`src/rtl/drive_pkg.sv`:
```
// -----------------------------------------------------------------------------
// drive_pkg
// Shared definitions for the drive command serial transmitter.
//   - drive_state_t : frame FSM states
//   - NEUTRAL_CMD   : command sent after reset (no motion requested)
//   - DATA_BITS / PARITY_BITS / FRAME_BITS : serial frame geometry
//   - frame_byte()  : builds the 8-bit frame payload from a 6-bit command
//   - even_parity() : even parity over the 8 data bits
// Optional feature macro: DRIVE_CMD_PARITY_EN (adds one even-parity bit).
// -----------------------------------------------------------------------------
package drive_pkg;

  typedef enum logic [2:0] {
    IDLE   = 3'd0,
    START  = 3'd1,
    DATA   = 3'd2,
    PARITY = 3'd3,
    STOP   = 3'd4
  } drive_state_t;

  localparam logic [5:0] NEUTRAL_CMD = 6'b100000;
  localparam int         DATA_BITS   = 8;

`ifdef DRIVE_CMD_PARITY_EN
  localparam int PARITY_BITS = 1;
`else
  localparam int PARITY_BITS = 0;
`endif

  // start + data + optional parity + stop
  localparam int FRAME_BITS = 1 + DATA_BITS + PARITY_BITS + 1;

  function automatic logic [7:0] frame_byte(input logic [5:0] c);
    return {2'b00, c};
  endfunction

  function automatic logic even_parity(input logic [7:0] b);
    return ^b;
  endfunction

endpackage

```
`src/rtl/baud_tick_gen.sv`:
```
// -----------------------------------------------------------------------------
// baud_tick_gen
// Free-running bit-period counter producing a one-cycle tick on the last
// clock of every BIT_CYCLES-clock bit period. i_clear holds the counter at
// zero so the first bit of a frame starts on a clean boundary.
// Ports:
//   clk     - system clock, rising edge
//   rst     - asynchronous active-high reset
//   i_clear - hold counter at zero (no tick while asserted)
//   o_tick  - high on the final clock of each bit period
// -----------------------------------------------------------------------------
module baud_tick_gen #(
  parameter int BIT_CYCLES = 10
) (
  input  logic clk,
  input  logic rst,
  input  logic i_clear,
  output logic o_tick
);

  localparam int             CW   = (BIT_CYCLES > 1) ? $clog2(BIT_CYCLES) : 1;
  localparam logic [CW-1:0]  LAST = CW'(BIT_CYCLES - 1);

  logic [CW-1:0] r_cnt;

  // bit-period counter, cleared on request and wrapping after LAST
  always_ff @(posedge clk or posedge rst) begin
    if (rst) begin
      r_cnt <= {CW{1'b0}};
    end else if (i_clear) begin
      r_cnt <= {CW{1'b0}};
    end else if (r_cnt == LAST) begin
      r_cnt <= {CW{1'b0}};
    end else begin
      r_cnt <= r_cnt + CW'(1);
    end
  end

  assign o_tick = ~i_clear & (r_cnt == LAST);

endmodule

```
`src/rtl/drive_cmd_tx.sv`:
```
// -----------------------------------------------------------------------------
// drive_cmd_tx
// Serialises 6-bit drive commands as UART-style frames (start, 8 data bits
// LSB first, optional even parity, stop) and periodically re-sends the last
// command while idle so the receiver never times out.
// Ports:
//   clk         - system clock, rising edge
//   rst         - asynchronous active-high reset
//   cmd         - drive command {2'b10, ~right, ~left, ~backward, ~forward}
//   cmd_valid   - cmd offered this cycle
//   cmd_ready   - command accepted this cycle (IDLE only)
//   tx          - serial output, idle high
//   busy        - frame in progress
//   frames_sent - completed frame count, wraps 255 -> 0
// Optional feature macro: DRIVE_CMD_PARITY_EN (even parity bit, 11-bit frame).
// -----------------------------------------------------------------------------
module drive_cmd_tx
  import drive_pkg::*;
#(
  parameter int CLK_FREQ       = 100_000_000,
  parameter int BAUD           = 9600,
  parameter int REFRESH_CYCLES = 1_000_000
) (
  input  logic       clk,
  input  logic       rst,
  input  logic [5:0] cmd,
  input  logic       cmd_valid,
  output logic       cmd_ready,
  output logic       tx,
  output logic       busy,
  output logic [7:0] frames_sent
);

  localparam int            BIT_CYCLES   = CLK_FREQ / BAUD;
  localparam int            RW           = (REFRESH_CYCLES > 1) ? $clog2(REFRESH_CYCLES) : 1;
  localparam logic [RW-1:0] REFRESH_LAST = RW'(REFRESH_CYCLES - 1);
  localparam logic [2:0]    LAST_BIT     = 3'(DATA_BITS - 1);

  drive_state_t  r_state;
  logic [2:0]    r_bit_idx;
  logic [5:0]    r_last_cmd;
  logic [RW-1:0] r_refresh;
  logic          r_tx;
  logic          r_busy;
  logic          r_cmd_ready;
  logic [7:0]    r_frames;

  logic          w_handshake;
  logic          w_refresh_due;
  logic          w_tick;
  logic          w_clear;
  logic [7:0]    w_frame_byte;
  logic [2:0]    w_next_idx;

  assign w_handshake   = cmd_valid & r_cmd_ready;
  assign w_refresh_due = (r_refresh == REFRESH_LAST);
  // divider held in reset while idle so each frame starts a fresh bit period
  assign w_clear       = (r_state == IDLE);
  assign w_frame_byte  = frame_byte(r_last_cmd);
  assign w_next_idx    = r_bit_idx + 3'd1;

  baud_tick_gen #(
    .BIT_CYCLES (BIT_CYCLES)
  ) u_baud (
    .clk     (clk),
    .rst     (rst),
    .i_clear (w_clear),
    .o_tick  (w_tick)
  );

  // frame FSM with registered serial/status outputs
  always_ff @(posedge clk or posedge rst) begin
    if (rst) begin
      r_state     <= IDLE;
      r_bit_idx   <= 3'd0;
      r_last_cmd  <= NEUTRAL_CMD;
      r_refresh   <= {RW{1'b0}};
      r_tx        <= 1'b1;
      r_busy      <= 1'b0;
      r_cmd_ready <= 1'b0;
      r_frames    <= 8'd0;
    end else begin
      case (r_state)
        IDLE: begin
          if (w_handshake || w_refresh_due) begin
            // a new command wins over a coinciding refresh; both restart the count
            if (w_handshake) begin
              r_last_cmd <= cmd;
            end else begin
              r_last_cmd <= r_last_cmd;
            end
            r_state     <= START;
            r_tx        <= 1'b0;
            r_busy      <= 1'b1;
            r_cmd_ready <= 1'b0;
            r_refresh   <= {RW{1'b0}};
            r_bit_idx   <= 3'd0;
          end else begin
            r_refresh   <= r_refresh + RW'(1);
            r_cmd_ready <= 1'b1;
            r_tx        <= 1'b1;
            r_busy      <= 1'b0;
          end
        end
        START: begin
          r_refresh <= {RW{1'b0}};
          if (w_tick) begin
            r_state   <= DATA;
            r_tx      <= w_frame_byte[0];
            r_bit_idx <= 3'd0;
          end else begin
            r_state <= START;
          end
        end
        DATA: begin
          r_refresh <= {RW{1'b0}};
          if (w_tick) begin
            if (r_bit_idx == LAST_BIT) begin
`ifdef DRIVE_CMD_PARITY_EN
              r_state <= PARITY;
              r_tx    <= even_parity(w_frame_byte);
`else
              r_state <= STOP;
              r_tx    <= 1'b1;
`endif
            end else begin
              r_bit_idx <= w_next_idx;
              r_tx      <= w_frame_byte[w_next_idx];
            end
          end else begin
            r_state <= DATA;
          end
        end
        PARITY: begin
          r_refresh <= {RW{1'b0}};
`ifdef DRIVE_CMD_PARITY_EN
          if (w_tick) begin
            r_state <= STOP;
            r_tx    <= 1'b1;
          end else begin
            r_state <= PARITY;
          end
`else
          // unreachable without parity; fall back to a quiet idle line
          r_state     <= IDLE;
          r_tx        <= 1'b1;
          r_busy      <= 1'b0;
          r_cmd_ready <= 1'b1;
`endif
        end
        STOP: begin
          r_refresh <= {RW{1'b0}};
          if (w_tick) begin
            r_state     <= IDLE;
            r_tx        <= 1'b1;
            r_busy      <= 1'b0;
            r_cmd_ready <= 1'b1;
            r_frames    <= r_frames + 8'd1;
          end else begin
            r_state <= STOP;
          end
        end
        default: begin
          r_state     <= IDLE;
          r_tx        <= 1'b1;
          r_busy      <= 1'b0;
          r_cmd_ready <= 1'b0;
          r_refresh   <= {RW{1'b0}};
        end
      endcase
    end
  end

  assign tx          = r_tx;
  assign busy        = r_busy;
  assign cmd_ready   = r_cmd_ready;
  assign frames_sent = r_frames;

endmodule

```
`config.mk`:
```
export PLATFORM = sky130hd
export DESIGN_NAME = drive_cmd_tx
export DESIGN_NICKNAME = d
export VERILOG_FILES = /design/src/rtl/drive_pkg.sv /design/src/rtl/baud_tick_gen.sv /design/src/rtl/drive_cmd_tx.sv
export SDC_FILE = /design/constraint.sdc
export NUM_CORES = 1
export LEC_CHECK = 0
export CORE_MARGIN = 4
export CORE_UTILIZATION = 46
export CTS_CLUSTER_SIZE = 24
export DETAILED_ROUTE_END_ITERATION = 7
export DONT_BUFFER_PORTS = 1
export GPL_TIMING_DRIVEN = 0
export PLACE_DENSITY = 0.72
export RECOVER_POWER = 50
export REMOVE_ABC_BUFFERS = 1
export SYNTH_ARGS = -nofsm -noshare
export SYNTH_HDL_FRONTEND = slang
export SYNTH_SLANG_ARGS = --single-unit
export TNS_END_PERCENT = 100
```
`constraint.sdc`:
```
create_clock -name clk -period 2.11 [get_ports clk]
set_input_delay 0.422 -clock clk [delete_from_list [all_inputs] [get_ports clk]]
set_output_delay 0.422 -clock clk [all_outputs]
set_load 0.005 [all_outputs]
```
==> impl_metrics.tcl <==
set metrics [dict create \
    synth_edf_count 0 \
    overflow 0 \
    ir_worst_vdd_mv 0.4381 \
    critPathTopFamily "simple AND/OR/NAND/NOR gates" \
    synth_cells 274 \
    relative_slew_slack_pct 29.00 \
    synth_top_family_by_area "simple AND/OR/NAND/NOR gates" \
    period_minus_slack_ps 1984 \
    sw_ratio_pct 23.54 \
    power_frac_comb_pct 8.4 \
    areaGrowthSynthToFinish_pct 11.88 \
    cts_setup_buffers 0 \
    yosys_most_used_dff "sky130_fd_sc_hd__dfrtp_1" \
    number_of_drc_markers_after_the_initial_detailed_route_iteration 97 \
    floorplan.rows 28 \
    grt_max_degree 30 \
    detail_route.first_pass.iterations 4 \
    tightestPinTransition_ps 1064 \
    antenna_violations_before_repair 0 \
    path_buf_inv 0 \
    holdCritPathClass "in -> async" \
    wl_met1_um 2354 \
    timing.reg2reg.setup_slack_ps 130 \
    clkPwrFrac_pct 45.4 \
    cp_max_fo 9 \
    detailroute.via_count 1927 \
    critical_r2r_launch "u_baud.r_cnt[0]" \
    critical_path_required_ps 2330 \
    wire_per_inst_um 13.79 \
    synth-seq-cells 57 \
    muxShareOfSynthArea_pct 5.092 \
    min_period_over_period_pct 94.05 \
    placed_cell_area_sq_um 2890 \
    die_area_sq_um 7403 \
    core_area_sq_um 5921 \
    post_synthesis_share_of_cell_area_spent_on_xor_and_xnor_gates_pct 10.94 \
    insertedDiodeCount 0 \
    top_layer_used "met4" \
    netSwitchingPower_w 0.0006664 \
    worstSkewPairLatency_ps 330 \
    synth_simple_gate_area_share_pct 24.97 \
    floorplan.initialDensity_pct 47.32 \
    drt_drc_violations_left 0 \
    ctsHtreeMaxLevel 3 \
    setup_repair_after_global_routing_missed_its_margin "no" \
    post_synth_num_cell_types 41 \
    report.final.slew_viol_count 0 \
    drive_above_1_share_pct 14.74 \
    detail_route.wirelength_um 4965 \
    cts_tree "done" \
    die_width_um 86.04 \
    fin_worst_skew_ps 11.69 \
    dr_wl_met2_um 2374 \
    synthesis.area_sq_um 2801 \
    worstPathCellList "ha_1 > and4_2 > nand4_2 > nor2_2 > mux2_2" \
    cellLeakagePower_nw 1.353 \
    cts_buffer_count 9 \
    clock_path_buffers 2 \
    report.final.setup_viol 0 \
    clockRootBuffer "sky130_fd_sc_hd__clkbuf_8" \
    power_frac_seq_pct 46.2 \
    timing.critical_path.from_type "flop" \
    power_density_nw_per_um2 903.1 \
    crit_arrival_ps 2210 \
    synthesis.area_per_instance_sq_um 10.22 \
    crit-reg2reg-capture "frames_sent[1]" \
    max-cap-violations 0 \
    synth_compound_area_share_pct 4.198 \
    groute.usage.overall_pct 14.89 \
    r2r_cells 5 \
    timing_worst_setup_path_type "reg -> reg" \
    detailedPlacementHpwl_um 3460 \
    outcome "complete, no violations" \
    grt_pass1_wl_um 8783 \
    count_of_yosys_warnings_during_synthesis 0 \
    cts_num_sinks 57 \
    clk_pin_slew_ps 70 \
    final_area_sq_um 3134 \
    die_height_um 86.04 \
    via_count_of_the_first_global_routing_pass 1960 \
    place.port_buffers 0 \
    ant_nets 0 \
    holdBufCountCts 0 \
    clock.fmax_mhz 503.9 \
    synthAdderAreaFrac_pct 2.233 \
    ys_async_sr_fraction_pct 100.0 \
    io-pin-count 20 \
    cpPeakStageDelay_ps 400 \
    post_drt_via_cell_ratio 5.353 \
    timing.critical_path.to_type "flop" \
    internal-power_w 0.002164 \
    cpMaxStageDelayCell "sky130_fd_sc_hd__dfrtp_1" \
    synth-seq-area-share_pct 51.00 \
    holdWs_ps 241.0 \
    hold_viol_final 0 \
    nNetsFinal 294 \
    met3WireLength_um 164 \
    finalWeightedCongestion 0.8310 \
]
## logic make-up (layout without fill, tap and decap cells)
family	after synthesis	count (layout)
adder cells (fa/ha/maj)	5	5
AO/OA/AOI/OAI	19	19
XOR/XNOR	35	35
flip-flops	57	57
multiplexers	13	13
AND/OR/NAND/NOR	134	134
buffers and inverters	11	22
## power by group through the flow
stage          logic [W]  clock network (W)  registers (W)
4_1_cts         0.000248            0.00131        0.00131
3_5_place_dp    0.000246                  0        0.00132
6_report        0.000238            0.00129        0.00131
5_1_grt         0.000275            0.00137        0.00132
3_3_place_gp    0.000227                  0        0.00132
2_1_floorplan   0.000200                  0        0.00130
## state kept, by name, summed over array words and instances, names as in the netlist
signal and count:
r_bit_idx 3, tx 1, frames_sent 8, r_refresh 20, r_last_cmd 6, busy 1
r_state 3, cmd_ready 1, u_baud.r_cnt 14
## worst register-to-register path: stages (launching register included)
cell and delay [ps]:
sky130_fd_sc_hd__dfrtp_1 400, sky130_fd_sc_hd__ha_1 240, sky130_fd_sc_hd__and4_2 250, sky130_fd_sc_hd__nand4_2 220, sky130_fd_sc_hd__nor2_2 380, sky130_fd_sc_hd__mux2_2 380
## synth_stat cells, types with 2 or more instances
master                     number  share of area [%]
sky130_fd_sc_hd__dfrtp_1       55                 49
sky130_fd_sc_hd__nor2_1        44                5.9
sky130_fd_sc_hd__xor2_1        21                6.6
sky130_fd_sc_hd__nand2_1       20                2.7
sky130_fd_sc_hd__nand3_1       15                2.7
sky130_fd_sc_hd__xnor2_1       14                4.4
sky130_fd_sc_hd__nand4_1       12                2.7
sky130_fd_sc_hd__mux2_2        10                4.0
sky130_fd_sc_hd__a21oi_1        7                1.3
sky130_fd_sc_hd__nor3_1         7                1.3
sky130_fd_sc_hd__and3_1         6                1.3
sky130_fd_sc_hd__ha_1           5                2.2
sky130_fd_sc_hd__inv_1          5               0.67
sky130_fd_sc_hd__o21ai_0        5               0.89
sky130_fd_sc_hd__and4_1         4                1.3
sky130_fd_sc_hd__clkbuf_1       4               0.54
sky130_fd_sc_hd__or2_2          4               0.89
sky130_fd_sc_hd__mux2i_1        3                1.1
sky130_fd_sc_hd__nor3b_1        3               0.80
sky130_fd_sc_hd__or3_1          3               0.67
sky130_fd_sc_hd__a21o_1         2               0.54
sky130_fd_sc_hd__buf_2          2               0.36
sky130_fd_sc_hd__dfstp_2        2                1.9
sky130_fd_sc_hd__nand2b_1       2               0.45
sky130_fd_sc_hd__nor2_2         2               0.45
sky130_fd_sc_hd__nor4_1         2               0.45
## final cells by class
cell class                      count  area (sq um)
Clock inverter                      4         98.84
Clock buffer                       12         155.1
Timing Repair Buffer                1         5.005
Tap cell                           75         93.84
Fill cell                         518          2786
Sequential cell                    57          1429
Multi-Input combinational cell    206          1334
Inverter                            5         18.77
## metrics by stage
| step | cells | worst slack [ps] | total power (W) | setup TNS [ps] | util (%) |
|---|---|---|---|---|---|
| after floorplan | 268 | 245.6 | 0.001497 | 0 | - |
| after global routing | 360 | 1.243 | 0.002963 | 0 | 52.94 |
| after global placement | 343 | -273.9 | 0.001549 | -15240 | 48.48 |
| final | 360 | 125.6 | 0.002831 | 0 | 52.94 |
| after CTS | 360 | 101.9 | 0.002860 | 0 | 53.19 |
| after detailed placement | 344 | -166.9 | 0.001570 | -1065 | 48.82 |
## routing by layer
layer  vias to the layer above  track usage [%]
li1                        966                -
met1                       929            19.04
met2                        23            23.27
met3                         9            3.842
met4                         0            7.626
met5                         -                0
## cells in the final DEF (no fill, tap or decap), types with 2 or more instances in the layout
master and instances:
sky130_fd_sc_hd__nor2_1 44, sky130_fd_sc_hd__nand2_1 20, sky130_fd_sc_hd__dfrtp_1 55, sky130_fd_sc_hd__or3_1 3, sky130_fd_sc_hd__nor4_1 2, sky130_fd_sc_hd__ha_1 5, sky130_fd_sc_hd__a21o_1 2, sky130_fd_sc_hd__or2_2 4
sky130_fd_sc_hd__and3_1 6, sky130_fd_sc_hd__a21oi_1 7, sky130_fd_sc_hd__mux2i_1 3, sky130_fd_sc_hd__nand3_1 14, sky130_fd_sc_hd__nor2_2 2, sky130_fd_sc_hd__mux2_2 10, sky130_fd_sc_hd__nor3b_1 3, sky130_fd_sc_hd__and4_1 4
sky130_fd_sc_hd__nand3_2 2, sky130_fd_sc_hd__bufinv_16 3, sky130_fd_sc_hd__dfstp_2 2, sky130_fd_sc_hd__nand4_1 12, sky130_fd_sc_hd__inv_1 5, sky130_fd_sc_hd__clkbuf_8 11, sky130_fd_sc_hd__xor2_1 21, sky130_fd_sc_hd__xnor2_1 14
sky130_fd_sc_hd__nor3_1 7, sky130_fd_sc_hd__nand2b_1 2, sky130_fd_sc_hd__o21ai_0 5
## worst max path at each step
| stage | from | endpoint | slack, ps | depth (start not counted) |
|---|---|---|---|---|
| finish | u_baud.r_cnt[0] | frames_sent[1] | 130 | 5 |
| global route | u_baud.r_cnt[0] | frames_sent[7] | 1 | 6 |
| CTS | u_baud.r_cnt[0] | frames_sent[1] | 100 | 5 |
| detailed placement | r_refresh[0] | r_state[0] | -170 | 6 |
| global placement | rst | r_last_cmd[2] | -270 | 1 |
| floorplan | r_refresh[0] | r_state[0] | 250 | 6 |
## repair_timing
| action | 4_1_cts | 5_1_grt |
|---|---|---|
| resized for setup | 1 | 0 |
| endpoints found under the setup margin | 21 | 0 |
| hold endpoints to repair | 0 | 0 |
(Power assumes the default switching activity.)
